`src/rtl/fp_div_pkg.sv`:
```
// Shared definitions for the iterative binary32 divider: FSM states, format
// constants and field-extraction helpers common to the FP multiplier.
package fp_div_pkg;

    typedef enum logic [1:0] {
        ST_IDLE = 2'd0,
        ST_DIV  = 2'd1,
        ST_PACK = 2'd2,
        ST_DONE = 2'd3
    } fp_state_e;

    localparam int FP_BIAS    = 127;
    localparam int FP_EXP_MAX = 255;
    localparam int FP_QBITS   = 26;
    localparam int FP_EXPW    = 10;

    function automatic logic fp_sign(input logic [31:0] x);
        return x[31];
    endfunction

    function automatic logic [7:0] fp_exp(input logic [31:0] x);
        return x[30:23];
    endfunction

    // Denormals are flushed, so the hidden bit is always set.
    function automatic logic [23:0] fp_man(input logic [31:0] x);
        return {1'b1, x[22:0]};
    endfunction

endpackage

```
`src/rtl/fp_div_pack.sv`:
```
// Combinational back end of the divider: normalise, round, compute the
// biased exponent, raise overflow/underflow and select the packed result.
module fp_div_pack
    import fp_div_pkg::*;
(
    input  logic                sign,
    input  logic [7:0]          exp_a,
    input  logic [7:0]          exp_b,
    input  logic [FP_QBITS-1:0] quot,
    input  logic                rem_nz,
    output logic [31:0]         res,
    output logic                overflow,
    output logic                underflow
);

    logic                      norm_s;
    logic [22:0]               man_s;
    logic [22:0]               man_rnd_s;
    logic                      guard_s;
    logic                      sticky_s;
    logic signed [FP_EXPW-1:0] exp_s;

    // Normalise, round (carry out dropped to match the multiplier) and select.
    always_comb begin
        norm_s    = quot[FP_QBITS-1];
        man_s     = 23'd0;
        guard_s   = 1'b0;
        sticky_s  = 1'b0;
        res       = 32'd0;
        if (norm_s) begin
            man_s    = quot[24:2];
            guard_s  = quot[1];
            sticky_s = quot[0] | rem_nz;
        end else begin
            man_s    = quot[23:1];
            guard_s  = quot[0];
            sticky_s = rem_nz;
        end
        man_rnd_s = man_s + {22'd0, guard_s & sticky_s};
        exp_s     = {2'b00, exp_a} - {2'b00, exp_b} + 10'(FP_BIAS - 1) + {9'd0, norm_s};
        overflow  = (exp_s >= 10'sd255);
        underflow = (exp_s <= 10'sd0);
        if (overflow) begin
            res = {sign, 8'hFF, 23'd0};
        end else if (underflow) begin
            res = {sign, 31'd0};
        end else begin
            res = {sign, exp_s[7:0], man_rnd_s};
        end
    end

endmodule

```
`src/rtl/fp_div_iter.sv`:
```
// Iterative binary32 divider (a / b), radix-2 restoring, one quotient bit per
// cycle. Define FP_DIV_BACK2BACK_EN to accept a new operation while retiring.
module fp_div_iter
    import fp_div_pkg::*;
(
    input  logic        clk,
    input  logic        rst_n,
    input  logic        in_valid,
    output logic        in_ready,
    input  logic [31:0] a,
    input  logic [31:0] b,
    output logic        out_valid,
    input  logic        out_ready,
    output logic [31:0] res,
    output logic        exception,
    output logic        overflow,
    output logic        underflow
);

    fp_state_e           state_r;
    fp_state_e           state_nxt_s;
    logic [4:0]          cnt_r;
    logic                sign_r;
    logic [7:0]          exp_a_r;
    logic [7:0]          exp_b_r;
    logic [23:0]         div_r;
    logic [24:0]         rem_r;
    logic [FP_QBITS-1:0] quot_r;
    logic [31:0]         res_r;
    logic                exception_r;
    logic                overflow_r;
    logic                underflow_r;

    logic                in_ready_s;
    logic                accept_s;
    logic                is_exc_s;
    logic                is_zero_s;
    logic                special_s;
    logic                qbit_s;
    logic [23:0]         diff_s;
    logic [24:0]         rem_nxt_s;
    logic [31:0]         pack_res_s;
    logic                pack_ovf_s;
    logic                pack_unf_s;

    assign accept_s  = in_valid & in_ready_s;
    assign is_exc_s  = (fp_exp(a) == 8'(FP_EXP_MAX)) | (fp_exp(b) == 8'(FP_EXP_MAX)) |
                       (fp_exp(b) == 8'd0);
    assign is_zero_s = (fp_exp(a) == 8'd0);
    assign special_s = is_exc_s | is_zero_s;

    assign in_ready  = in_ready_s;
    assign out_valid = (state_r == ST_DONE);
    assign res       = res_r;
    assign exception = exception_r;
    assign overflow  = overflow_r;
    assign underflow = underflow_r;

    // Ready decode from the state register.
    always_comb begin
        in_ready_s = 1'b0;
        case (state_r)
            ST_IDLE: in_ready_s = 1'b1;
`ifdef FP_DIV_BACK2BACK_EN
            ST_DONE: in_ready_s = out_ready;
`endif
            default: in_ready_s = 1'b0;
        endcase
    end

    // One restoring step; the true difference always fits in 24 bits.
    always_comb begin
        qbit_s    = (rem_r >= {1'b0, div_r});
        diff_s    = rem_r[23:0] - div_r;
        rem_nxt_s = 25'd0;
        if (qbit_s) begin
            rem_nxt_s = {diff_s, 1'b0};
        end else begin
            rem_nxt_s = {rem_r[23:0], 1'b0};
        end
    end

    // FSM state register.
    always_ff @(posedge clk or negedge rst_n) begin
        if (!rst_n) begin
            state_r <= ST_IDLE;
        end else begin
            state_r <= state_nxt_s;
        end
    end

    // FSM next-state logic.
    always_comb begin
        state_nxt_s = state_r;
        case (state_r)
            ST_IDLE: begin
                if (accept_s) begin
                    state_nxt_s = special_s ? ST_DONE : ST_DIV;
                end else begin
                    state_nxt_s = ST_IDLE;
                end
            end
            ST_DIV: begin
                if (cnt_r == 5'd25) begin
                    state_nxt_s = ST_PACK;
                end else begin
                    state_nxt_s = ST_DIV;
                end
            end
            ST_PACK: state_nxt_s = ST_DONE;
            ST_DONE: begin
                if (!out_ready) begin
                    state_nxt_s = ST_DONE;
                end else if (accept_s) begin
                    state_nxt_s = special_s ? ST_DONE : ST_DIV;
                end else begin
                    state_nxt_s = ST_IDLE;
                end
            end
            default: state_nxt_s = ST_IDLE;
        endcase
    end

    // Operand capture on accept and mantissa iteration during DIV.
    always_ff @(posedge clk or negedge rst_n) begin
        if (!rst_n) begin
            cnt_r   <= 5'd0;
            sign_r  <= 1'b0;
            exp_a_r <= 8'd0;
            exp_b_r <= 8'd0;
            div_r   <= 24'd0;
            rem_r   <= 25'd0;
            quot_r  <= {FP_QBITS{1'b0}};
        end else if (accept_s) begin
            cnt_r   <= 5'd0;
            sign_r  <= fp_sign(a) ^ fp_sign(b);
            exp_a_r <= fp_exp(a);
            exp_b_r <= fp_exp(b);
            div_r   <= fp_man(b);
            rem_r   <= {1'b0, fp_man(a)};
            quot_r  <= {FP_QBITS{1'b0}};
        end else if (state_r == ST_DIV) begin
            cnt_r   <= (cnt_r == 5'd25) ? cnt_r : cnt_r + 5'd1;
            rem_r   <= rem_nxt_s;
            quot_r  <= {quot_r[FP_QBITS-2:0], qbit_s};
        end
    end

    fp_div_pack u_pack (
        .sign      (sign_r),
        .exp_a     (exp_a_r),
        .exp_b     (exp_b_r),
        .quot      (quot_r),
        .rem_nz    (|rem_r),
        .res       (pack_res_s),
        .overflow  (pack_ovf_s),
        .underflow (pack_unf_s)
    );

    // Result registers: special cases load at accept, normal results in PACK.
    always_ff @(posedge clk or negedge rst_n) begin
        if (!rst_n) begin
            res_r       <= 32'd0;
            exception_r <= 1'b0;
            overflow_r  <= 1'b0;
            underflow_r <= 1'b0;
        end else if (accept_s && is_exc_s) begin
            res_r       <= 32'd0;
            exception_r <= 1'b1;
            overflow_r  <= 1'b0;
            underflow_r <= 1'b0;
        end else if (accept_s && is_zero_s) begin
            res_r       <= {fp_sign(a) ^ fp_sign(b), 31'd0};
            exception_r <= 1'b0;
            overflow_r  <= 1'b0;
            underflow_r <= 1'b0;
        end else if (state_r == ST_PACK) begin
            res_r       <= pack_res_s;
            exception_r <= 1'b0;
            overflow_r  <= pack_ovf_s;
            underflow_r <= pack_unf_s;
        end
    end

endmodule

```
`config.mk`:
```
export PLATFORM = sky130hd
export DESIGN_NAME = fp_div_iter
export DESIGN_NICKNAME = d
export VERILOG_FILES = /design/src/rtl/fp_div_pkg.sv /design/src/rtl/fp_div_pack.sv /design/src/rtl/fp_div_iter.sv
export SDC_FILE = /design/constraint.sdc
export NUM_CORES = 1
export LEC_CHECK = 0
export ABC_AREA = 0
export CAP_MARGIN = 30
export CORE_MARGIN = 2
export CORE_UTILIZATION = 51
export DETAILED_ROUTE_END_ITERATION = 10
export PLACE_DENSITY = 0.77
export SLEW_MARGIN = 40
export SYNTH_ARGS = -nofsm -noshare
export SYNTH_HDL_FRONTEND = slang
export SYNTH_SLANG_ARGS = --single-unit
```
`constraint.sdc`:
```
create_clock -name clk -period 3.9 [get_ports clk]
set_input_delay 1.17 -clock clk [delete_from_list [all_inputs] [get_ports clk]]
set_output_delay 1.17 -clock clk [all_outputs]
set_load 0.02 [all_outputs]
```
==> results of run 1 <==
-- flip-flops by register name, indices dropped and copies added (netlist names) --
signal     flops
overflow       1
div_r         24
exception      1
rem_r         25
quot_r        26
exp_b_r        8
res           32
state_r        2
exp_a_r        8
cnt_r          5
underflow      1
sign_r         1
-- synthesized netlist by cell type, types with 4 or more instances --
cell / number
inv_1: 49
and3_1: 12
o21ai_0: 84
nand3_1: 29
xnor2_1: 27
a32o_1: 7
buf_1: 6
and2_1: 4
ha_1: 38
nor3_1: 22
xor2_1: 28
nor2b_1: 12
clkbuf_1: 42
a22o_1: 17
nor3b_1: 4
mux2i_1: 32
a21oi_2: 5
nand2_1: 166
nand4_1: 13
buf_6: 4
a22oi_1: 23
o31ai_1: 7
o21ai_1: 24
o211ai_1: 4
nor4_1: 11
a211oi_1: 5
o21a_1: 10
nand2b_1: 9
a21oi_1: 36
buf_2: 4
dfrtp_1: 134
mux2_2: 7
nor2_1: 50
a21o_1: 12
-- power by group --
part | leakage [nW] | switching (W) | internal (W)
clock network | 0.347 | 0.000614 | 0.00134
registers | 1.68 | 0.000566 | 0.00206
logic | 2.54 | 0.00405 | 0.00295
-- routing by layer --
metal  global-route usage  vias up  part of all wire
met5                    0        -                 0
met4               0.0807        0             0.021
met3               0.0484       32             0.045
met2                0.380      201              0.47
met1                0.337     3641              0.46
li1                     -     3717                 -
-- cell type report --
type	instances	area, sq um	share of cell area
Multi-Input combinational cell	760	4960	0.465
Sequential cell	134	3350	0.314
Timing Repair Buffer	117	1170	0.110
Clock buffer	19	443	0.0415
Clock inverter	13	275	0.0258
Tap cell	220	275	0.0258
Inverter	49	184	0.0172
-- worst max path at each step --
stage / from / to / slack [ns] / cells past startpoint
5_1_grt: exp_a_r[0] / res[14] / 0.04 / 14
3_5_place_dp: exp_a_r[0] / res[14] / 0.22 / 14
4_1_cts: exp_a_r[0] / res[14] / 0.10 / 14
6_report: exp_a_r[0] / res[14] / 0.19 / 14
2_1_floorplan: quot_r[25] / res[20] / 0.08 / 16
3_3_place_gp: exp_a_r[0] / res[18] / -0.04 / 12
-- kinds of logic (layout without fill, tap and decap cells) --
family	count (synthesis)	after routing	synth area share
XOR/XNOR	55	55	0.0553
flip-flops	134	134	0.385
buffers and inverters	105	198	0.0492
adder cells (fa/ha/maj)	40	40	0.0591
multiplexers	42	42	0.0497
AND/OR/NAND/NOR	353	353	0.189
AO/OA/AOI/OAI	270	270	0.212
-- tightest hold or removal path, cell delays in order, from the launching register on --
cell and delay (ns):
dfrtp_1 0.32, inv_1 0.05, nand2_1 0.05
-- per-stage QoR --
stage | hold slack, ns | cell area (sq um) | util | std cells
after global placement | 0.433 | 9900 | 0.595 | 1277
after detailed placement | 0.443 | 9930 | 0.596 | 1280
after CTS | 0.457 | 10600 | 0.640 | 1312
final | 0.450 | 10700 | 0.641 | 1312
after floorplan | 0.418 | 8720 | - | 999
after global routing | 0.472 | 10700 | 0.641 | 1312
-- placed cells by master (no fill, tap or decap), drive strengths merged, types with 4 or more instances in the layout --
master and count:
and2 4, nand2b 9, a21boi 4, o211ai 4, a22oi 23, nand4 13, clkinv 4, nor2b 12
bufinv 8, nand2 166, a32o 7, nor3 23, and3 12, inv 49, o31ai 7, nor3b 4
o21ai 108, a211oi 8, nand3 29, dfrtp 134, ha 38, a2111oi 5, o21a 10, clkdlybuf4s50 103
xnor2 27, a22o 17, mux2i 32, nor2 50, nor4 11, a31oi 4, mux2 10, buf 14
a21oi 41, clkbuf 19, a21o 12, xor2 28
==> summary.txt, run 1 <==
Critical path
  – Slowest Stage Delay on Critical Path: 0.58 ns
  – Slowest-stage cell, CP: or4_1
  – Crit. End Element: register
  – CP cell instances: inv_1 -> ha_1 -> inv_1 -> fa_1 -> a211oi_2 -> nor2_1 -> xor2_2 -> or4_1 -> mux2_2 -> o22ai_2 -> a2111oi_4 -> buf_4 -> buf_4 -> a32o_1
  – R2r setup slk: 0.19 ns
  – R2R Path Start: exp_a_r[0]
  – Startpoint Class: register
  – Worst EP arrival: 4.03 ns
  – CP delay by family, top: compound AO/OA/AOI/OAI gates
  – CP bufs+invs: 4
  – CP Data Required Time: 4.22 ns
  – R2R depth: 14
  – Kind of critical path: reg2reg
  – Worst Path Max Fanout: 11
  – Critical R2R Capture: res[14]

Logic synthesis
  – Average size of a mapped cell: 8.72 sq um
  – Syn Inst Count: 999
  – Synth top area cells: dfrtp_1 (38%), nand2_1 (7.1%), ha_1 (5.5%)
  – Top cell type's share of synthesized area: 0.385
  – Seq/Total Area, Yosys: 0.385
  – Main synth FF type: dfrtp_1
  – Netlist cell types: 72
  – Synth async-reset ratio: 1.00
  – Synthesized area: 8720 sq um
  – Post-synth top area cell: dfrtp_1
  – Synthesized net count: 1107
  – Ys Warns: 0
  – Post-synth EDFFs: 0
  – Flops & latches, synth: 134

STA
  – Final WS setup: 0.191 ns
  – Worst Tran Pin Value: 0.825 ns
  – Final Setup Violations: 0
  – Final-report hold violation count: 0
  – Final Cycle Share: 0.951
  – Highest Clock Rate: 270 MHz
  – Min Tclk post-route: 3.71 ns
  – Fin Clk Skew: 0.00757 ns
  – Setup TNS: 0 ns
  – Unrepaired setup endpoints after global routing: no
  – Slew HR: 0.448
  – Slew Limit Fails: 0

Power and ir drop
  – PwrDens: 1090 nW/um^2
  – Power after layout: 0.0116 W
  – Worst VDD drop: 504 uV
  – Static Leakage: 4.57 nW

Clocking
  – Setup Buffers After CTS: 0
  – Clock sink count: 134
  – CTS Buf Count: 17
  – CTS Root Cell: clkbuf_16
  – CTS clk-pin slew, worst paths: 0.06 ns
  – CTS tree: yes
  – CTS H-tree depth: 4
  – Clock Tree Buf Depth: 2
  – CTS resizes: 0
  – Worst-skew pair later-pin latency: 0.43 ns
  – Hold Buf Count CTS: 0

Hold path
  – Hold Crit Depth: 2
  – Min-delay worst type: reg2reg
  – Hold EP: div_r[23]
  – Hold_sp: div_r[23]

GRT
  – Largest net degree at the start of global routing: 105
  – Initial antenna violation count: 0
  – First-pass GRT wire length: 35100 um
  – Total track usage: 0.242
  – Grt ovf: 0
  – Vias in the first global route: 7078

Detailed routing
  – # DRC: 0
  – Final WL: 20900 um
  – DRT iter0 DRCs: 486
  – Via-per-instance ratio: 5.79
  – Average wire per standard cell: 15.9 um
  – DR vias: 7591
  – ANT nets after route: 0
  – DR pass1 iterations: 5

Final layout
  – Layout cell share with drive strength beyond 1: 0.0742
  – # nets final: 1187
  – Number of fill cells: 1386
  – Area Overhead vs Synth: 22.4%
  – ANT cells: 0

Placement
  – I/O Buffers: 104
  – Place WS: 0.215 ns
  – Final Wtd Congestion: 0.901
  – Final HPWL DP: 14600 um

Die
  – Starting Density: 0.524
  – Placement row count: 47
  – Die ar.: 18200 sq um
  – DIE HEIGHT: 135 um
  – Chip Width: 135 um
  – Io pins: 105
  – Core area: 16600 sq um

Run status
  – Outcome: completed

Run
  – Maxcap violations: 0
Note: power is estimated with default switching activity, not from simulation.
==> inputs of run 2 (changes only) <==
--- a/config.mk
+++ b/config.mk
@@ -7,7 +7,7 @@
 export LEC_CHECK = 0
 export ABC_AREA = 0
 export CAP_MARGIN = 30
-export CORE_MARGIN = 2
+export CORE_MARGIN = 8
 export CORE_UTILIZATION = 51
 export DETAILED_ROUTE_END_ITERATION = 10
 export PLACE_DENSITY = 0.77
==> run 2 against run 1 <==
Effect of this change: global-route usage down 4.1 points; fmax grew 4.8%; cell area is 1.4% lower; critical endpoint unchanged; register-to-register slack better by 0.17 ns; clock power fell by 18%; routed wire length up 0.72%; clock skew is 0.0015 ns higher; total power down 3.4%; largest power group unchanged; first-iteration DRC count grew 8.4%.
==> summary.txt, run 2 (same netlist as run 1, synthesis figures left out) <==
STA
  – Min Tclk post-route: 3.54 ns
  – Final WS setup: 0.361 ns
  – Worst Tran Pin Value: 0.830 ns
  – Fin Clk Skew: 0.00907 ns
  – Final Setup Violations: 0
  – Slew HR: 0.442
  – Highest Clock Rate: 283 MHz
  – Unrepaired setup endpoints after global routing: no
  – Setup TNS: 0 ns
  – Slew Limit Fails: 0
  – Final Cycle Share: 0.907
  – Final-report hold violation count: 0

Critical path
  – Startpoint Class: register
  – Worst Path Max Fanout: 23
  – Kind of critical path: reg2reg
  – Slowest Stage Delay on Critical Path: 0.52 ns
  – CP Data Required Time: 4.21 ns
  – Worst EP arrival: 3.85 ns
  – Crit. End Element: register
  – Most frequent CP cell: inv_1
  – CP cell instances: inv_1 -> ha_1 -> inv_1 -> fa_1 -> xnor2_1 -> nand2_1 -> or4_1 -> mux2_2 -> o22ai_2 -> a2111oi_4 -> buf_4 -> a32o_1
  – Slowest-stage cell, CP: xnor2_1

Final layout
  – # nets final: 1187
  – Area Overhead vs Synth: 20.7%
  – Number of fill cells: 1488
  – Max reg flops: 32
  – Most frequent cells in the layout: nand2_1 (166), dfrtp_1 (134), clkdlybuf4s50_1 (103)
  – Layout cell share with drive strength beyond 1: 0.0714
  – Commonest non-fill, non-tap cell in the layout: nand2_1
  – Final Util: 0.619
  – ANT cells: 0

Power and ir drop
  – Worst VDD drop: 494 uV
  – Gate power share: 0.623
  – Static Leakage: 4.50 nW
  – Sequential share of power: 0.234
  – Int Pwr: 0.00597 W
  – P_sw: 0.00523 W
  – PwrDens: 1060 nW/um^2
  – Clock power share: 0.143
  – Switching portion of total power: 0.467

Placement
  – Final Wtd Congestion: 0.894
  – Final HPWL DP: 15100 um
  – Place WS: 0.406 ns
  – I/O Buffers: 104

GRT
  – First-pass GRT wire length: 35900 um
  – Initial antenna violation count: 0
  – Largest net degree at the start of global routing: 122
  – Total track usage: 0.201
  – Vias in the first global route: 7424
  – Grt ovf: 0

Die
  – Io pins: 105
  – Core area: 17000 sq um
  – Placement row count: 48
  – Die ar.: 21500 sq um
  – Chip Width: 147 um
  – DIE HEIGHT: 147 um
  – Starting Density: 0.513

Detailed routing
  – Final WL: 21100 um
  – ANT nets after route: 0
  – DR vias: 7512
  – Via-per-instance ratio: 5.70
  – # DRC: 0
  – Average wire per standard cell: 16.0 um
  – DRT iter0 DRCs: 527
  – DR pass1 iterations: 5

Clocking
  – Worst-skew pair later-pin latency: 0.43 ns
  – Clock Tree Buf Depth: 2
  – Setup Buffers After CTS: 0
  – CTS resizes: 0
  – CTS Root Cell: clkbuf_16
  – CTS clk-pin slew, worst paths: 0.06 ns
  – CTS Buf Count: 17
  – CTS H-tree depth: 4
  – CTS tree: yes
  – Hold Buf Count CTS: 0
  – Clock sink count: 134

Run status
  – Outcome: completed

Hold path
  – Min-delay worst type: reg2reg

Run
  – Maxcap violations: 0
## run 2: cell type report
cell class / count / area, sq um / area share
Sequential cell: 134 / 3350 / 0.319
Inverter: 49 / 184 / 0.0175
Timing Repair Buffer: 117 / 1170 / 0.111
Multi-Input combinational cell: 760 / 4950 / 0.470
Clock inverter: 13 / 140 / 0.0133
Tap cell: 225 / 282 / 0.0268
Clock buffer: 19 / 443 / 0.0421
## run 2: path summary, 6_finish.rpt
path,start,endpoint,slack (ns),cells after the start
setup reg to reg,exp_a_r[0],res[14],0.36,12
setup / recovery,exp_a_r[0],res[14],0.36,12
hold reg to reg,div_r[23],div_r[23],0.46,2
min in group asynchronous,rst_n,res[15],0.74,1
max in group asynchronous,rst_n,div_r[7],2.38,2
hold / removal,div_r[23],div_r[23],0.46,2
## run 2: routing by layer
metal | up-vias | part of all wire | global-route usage
met4 | 0 | 0.017 | 0.0721
met1 | 3559 | 0.45 | 0.255
li1 | 3721 | - | -
met5 | - | 0 | 0
met2 | 202 | 0.48 | 0.322
met3 | 30 | 0.058 | 0.0538
## run 2: through the flow
stage	cells	cell area [sq um]	hold slack, ns	power [W]
2_1_floorplan	999	8720	0.418	0.00790
3_5_place_dp	1285	9930	0.448	0.00952
6_report	1317	10500	0.458	0.0112
4_1_cts	1317	10500	0.462	0.0112
5_1_grt	1317	10500	0.500	0.0122
3_3_place_gp	1284	9920	0.432	0.00932
## run 2: critical path: cells and delay by family, from the launching register on
kind / cells / cell delay (ns)
AO/OA/AOI/OAI: 3 / 0.57
AND/OR/NAND/NOR: 2 / 0.73
flip-flops: 1 / 0.37
multiplexers: 1 / 0.28
buffers and inverters: 3 / 0.37
adder cells (fa/ha/maj): 2 / 0.60
XOR/XNOR: 1 / 0.52
## run 2: power groups by stage
| stage | clock [W] | sequential, W | combinational, W |
|---|---|---|---|
| floorplan | 0 | 0.00258 | 0.00532 |
| global placement | 0 | 0.00260 | 0.00672 |
| detailed placement | 0 | 0.00263 | 0.00689 |
| CTS | 0.00162 | 0.00261 | 0.00696 |
| global route | 0.00169 | 0.00271 | 0.00776 |
| finish | 0.00160 | 0.00262 | 0.00698 |
==> inputs of run 3 (changes only) <==
--- a/config.mk
+++ b/config.mk
@@ -6,11 +6,11 @@
 export NUM_CORES = 1
 export LEC_CHECK = 0
 export ABC_AREA = 0
-export CAP_MARGIN = 30
+export CAP_MARGIN = 40
 export CORE_MARGIN = 8
-export CORE_UTILIZATION = 51
+export CORE_UTILIZATION = 55
 export DETAILED_ROUTE_END_ITERATION = 10
-export PLACE_DENSITY = 0.77
+export PLACE_DENSITY = 0.79
 export SLEW_MARGIN = 40
 export SYNTH_ARGS = -nofsm -noshare
 export SYNTH_HDL_FRONTEND = slang
==> constraint.sdc (replaced) <==
create_clock -name clk -period 4.55 [get_ports clk]
set_input_delay 1.365 -clock clk [delete_from_list [all_inputs] [get_ports clk]]
set_output_delay 1.365 -clock clk [all_outputs]
set_load 0.02 [all_outputs]
==> run 3 against run 2 <==
Effect of this change: cell count fell by 0.84%; highest routed layer unchanged; total power fell by 14%; combinational power shrank 14%; register-to-register slack better by 0.63 ns; via count is 1.3% higher; first-iteration DRC count rose by 17%; die area shrank 6.5%.
==> summary.txt, run 3 (same netlist as run 1, synthesis figures left out) <==
Run status
  – Outcome: completed

Final layout
  – Area Overhead vs Synth: 20.2%
  – Number of fill cells: 1303
  – # nets final: 1185
  – Most frequent cells in the layout: nand2_1 (166), dfrtp_1 (134), clkdlybuf4s50_1 (103)
  – Register area: 3350 sq um
  – Commonest non-fill, non-tap cell in the layout: nand2_1
  – Multi-input logic area: 4950 sq um
  – Max reg flops: 32
  – ANT cells: 0
  – Layout cell share with drive strength beyond 1: 0.0679

Detailed routing
  – Average wire per standard cell: 16.4 um
  – Via-per-instance ratio: 5.83
  – DRT iter0 DRCs: 615
  – # DRC: 0
  – Final WL: 21400 um
  – DR pass1 iterations: 5
  – ANT nets after route: 0
  – DR vias: 7613

Clocking
  – CTS tree: yes
  – Hold Buf Count CTS: 0
  – Clock sink count: 134
  – CTS Root Cell: clkbuf_16
  – CTS Buf Count: 17
  – CTS clk-pin slew, worst paths: 0.06 ns
  – Clock Tree Buf Depth: 2
  – CTS resizes: 0
  – Setup Buffers After CTS: 0
  – Worst-skew pair later-pin latency: 0.43 ns
  – CTS H-tree depth: 4

Critical path
  – Crit. End Element: register
  – Kind of critical path: reg2reg
  – Worst EP arrival: 3.92 ns
  – Startpoint Class: register
  – Worst Path Max Fanout: 23
  – CP Data Required Time: 4.91 ns

GRT
  – First-pass GRT wire length: 36000 um
  – Largest net degree at the start of global routing: 79
  – Initial antenna violation count: 0
  – Total track usage: 0.221
  – Grt ovf: 0
  – Vias in the first global route: 7216

Die
  – Die ar.: 20100 sq um
  – Core area: 15700 sq um
  – DIE HEIGHT: 142 um
  – Placement row count: 46
  – Io pins: 105
  – Starting Density: 0.555
  – Chip Width: 142 um

Power and ir drop
  – PwrDens: 918 nW/um^2
  – Worst VDD drop: 481 uV
  – Static Leakage: 4.49 nW

STA
  – Min Tclk post-route: 3.56 ns
  – Slew HR: 0.506
  – Highest Clock Rate: 281 MHz
  – Final-report hold violation count: 0
  – Slew Limit Fails: 0
  – Worst Tran Pin Value: 0.733 ns
  – Setup TNS: 0 ns
  – Unrepaired setup endpoints after global routing: no
  – Fin Clk Skew: 0.00861 ns
  – Final Setup Violations: 0
  – Final Cycle Share: 0.782
  – Final Hold Slack: 0.479 ns

Placement
  – I/O Buffers: 104
  – Final Wtd Congestion: 0.892
  – Final HPWL DP: 15100 um

Hold path
  – Min-delay worst type: reg2reg

Run
  – Maxcap violations: 0
[run 3: cell types whose count changed in the layout (fill, tap and decap cells not counted)]
cell / change
buf_12: -1
buf_4: -1
clkbuf_1: +2
clkinv_4: +1
clkinvlp_4: -1
inv_6: -2
[run 3: critical path, stage by stage (launching register included)]
cell and delay (ns):
dfrtp_1 0.36, inv_1 0.07, ha_1 0.19, inv_1 0.06, fa_1 0.41, a211oi_2 0.29, nor2_1 0.11, xor2_1 0.59
nor2_1 0.12, a211oi_1 0.29, o22ai_2 0.16, a2111oi_4 0.34, buf_4 0.30, a32o_1 0.19
[run 3: cell type report]
class / instances / share of cell area
Sequential cell: 134 / 0.320
Inverter: 49 / 0.0176
Tap cell: 216 / 0.0258
Clock buffer: 21 / 0.0430
Multi-Input combinational cell: 760 / 0.472
Timing Repair Buffer: 115 / 0.109
Clock inverter: 11 / 0.0118
[run 3: power by group]
part           switching, W  total [W]  internal [W]
logic               0.00348    0.00599       0.00251
registers          0.000500    0.00227       0.00177
clock network      0.000533    0.00136      0.000823
total               0.00451    0.00962       0.00510
[run 3: metrics by stage]
step	setup WS (ns)	area (sq um)	power, W	util	cells
final	0.991	10500	0.00962	0.667	1306
after global routing	0.603	10500	0.0105	0.667	1306
after CTS	0.998	10500	0.00959	0.666	1306
after detailed placement	1.01	9890	0.00813	0.630	1274
after global placement	1.14	9880	0.00796	0.629	1273
after floorplan	0.593	8720	0.00677	-	999
[run 3: per-layer routing]
| metal | global-route usage | wire (um) | up-vias | share of wire |
|---|---|---|---|---|
| met3 | 0.0460 | 1210 | 34 | 0.056 |
| met5 | 0 | 0 | - | 0 |
| met2 | 0.355 | 10300 | 219 | 0.48 |
| met1 | 0.289 | 9510 | 3652 | 0.44 |
| met4 | 0.0803 | 388 | 0 | 0.018 |
| li1 | - | - | 3708 | - |
[run 3: worst paths after layout]
check                                 from         end  slack [ns]  depth (start not counted)
worst max register to register  exp_a_r[0]     res[14]        0.99                         13
worst min register to register  exp_a_r[5]  exp_a_r[5]        0.48                          2
worst max-delay path            exp_a_r[0]     res[14]        0.99                         13
worst min-delay path            exp_a_r[5]  exp_a_r[5]        0.48                          2
min in group asynchronous            rst_n    div_r[6]        0.97                          1
max in group asynchronous            rst_n      res[3]        2.82                          2
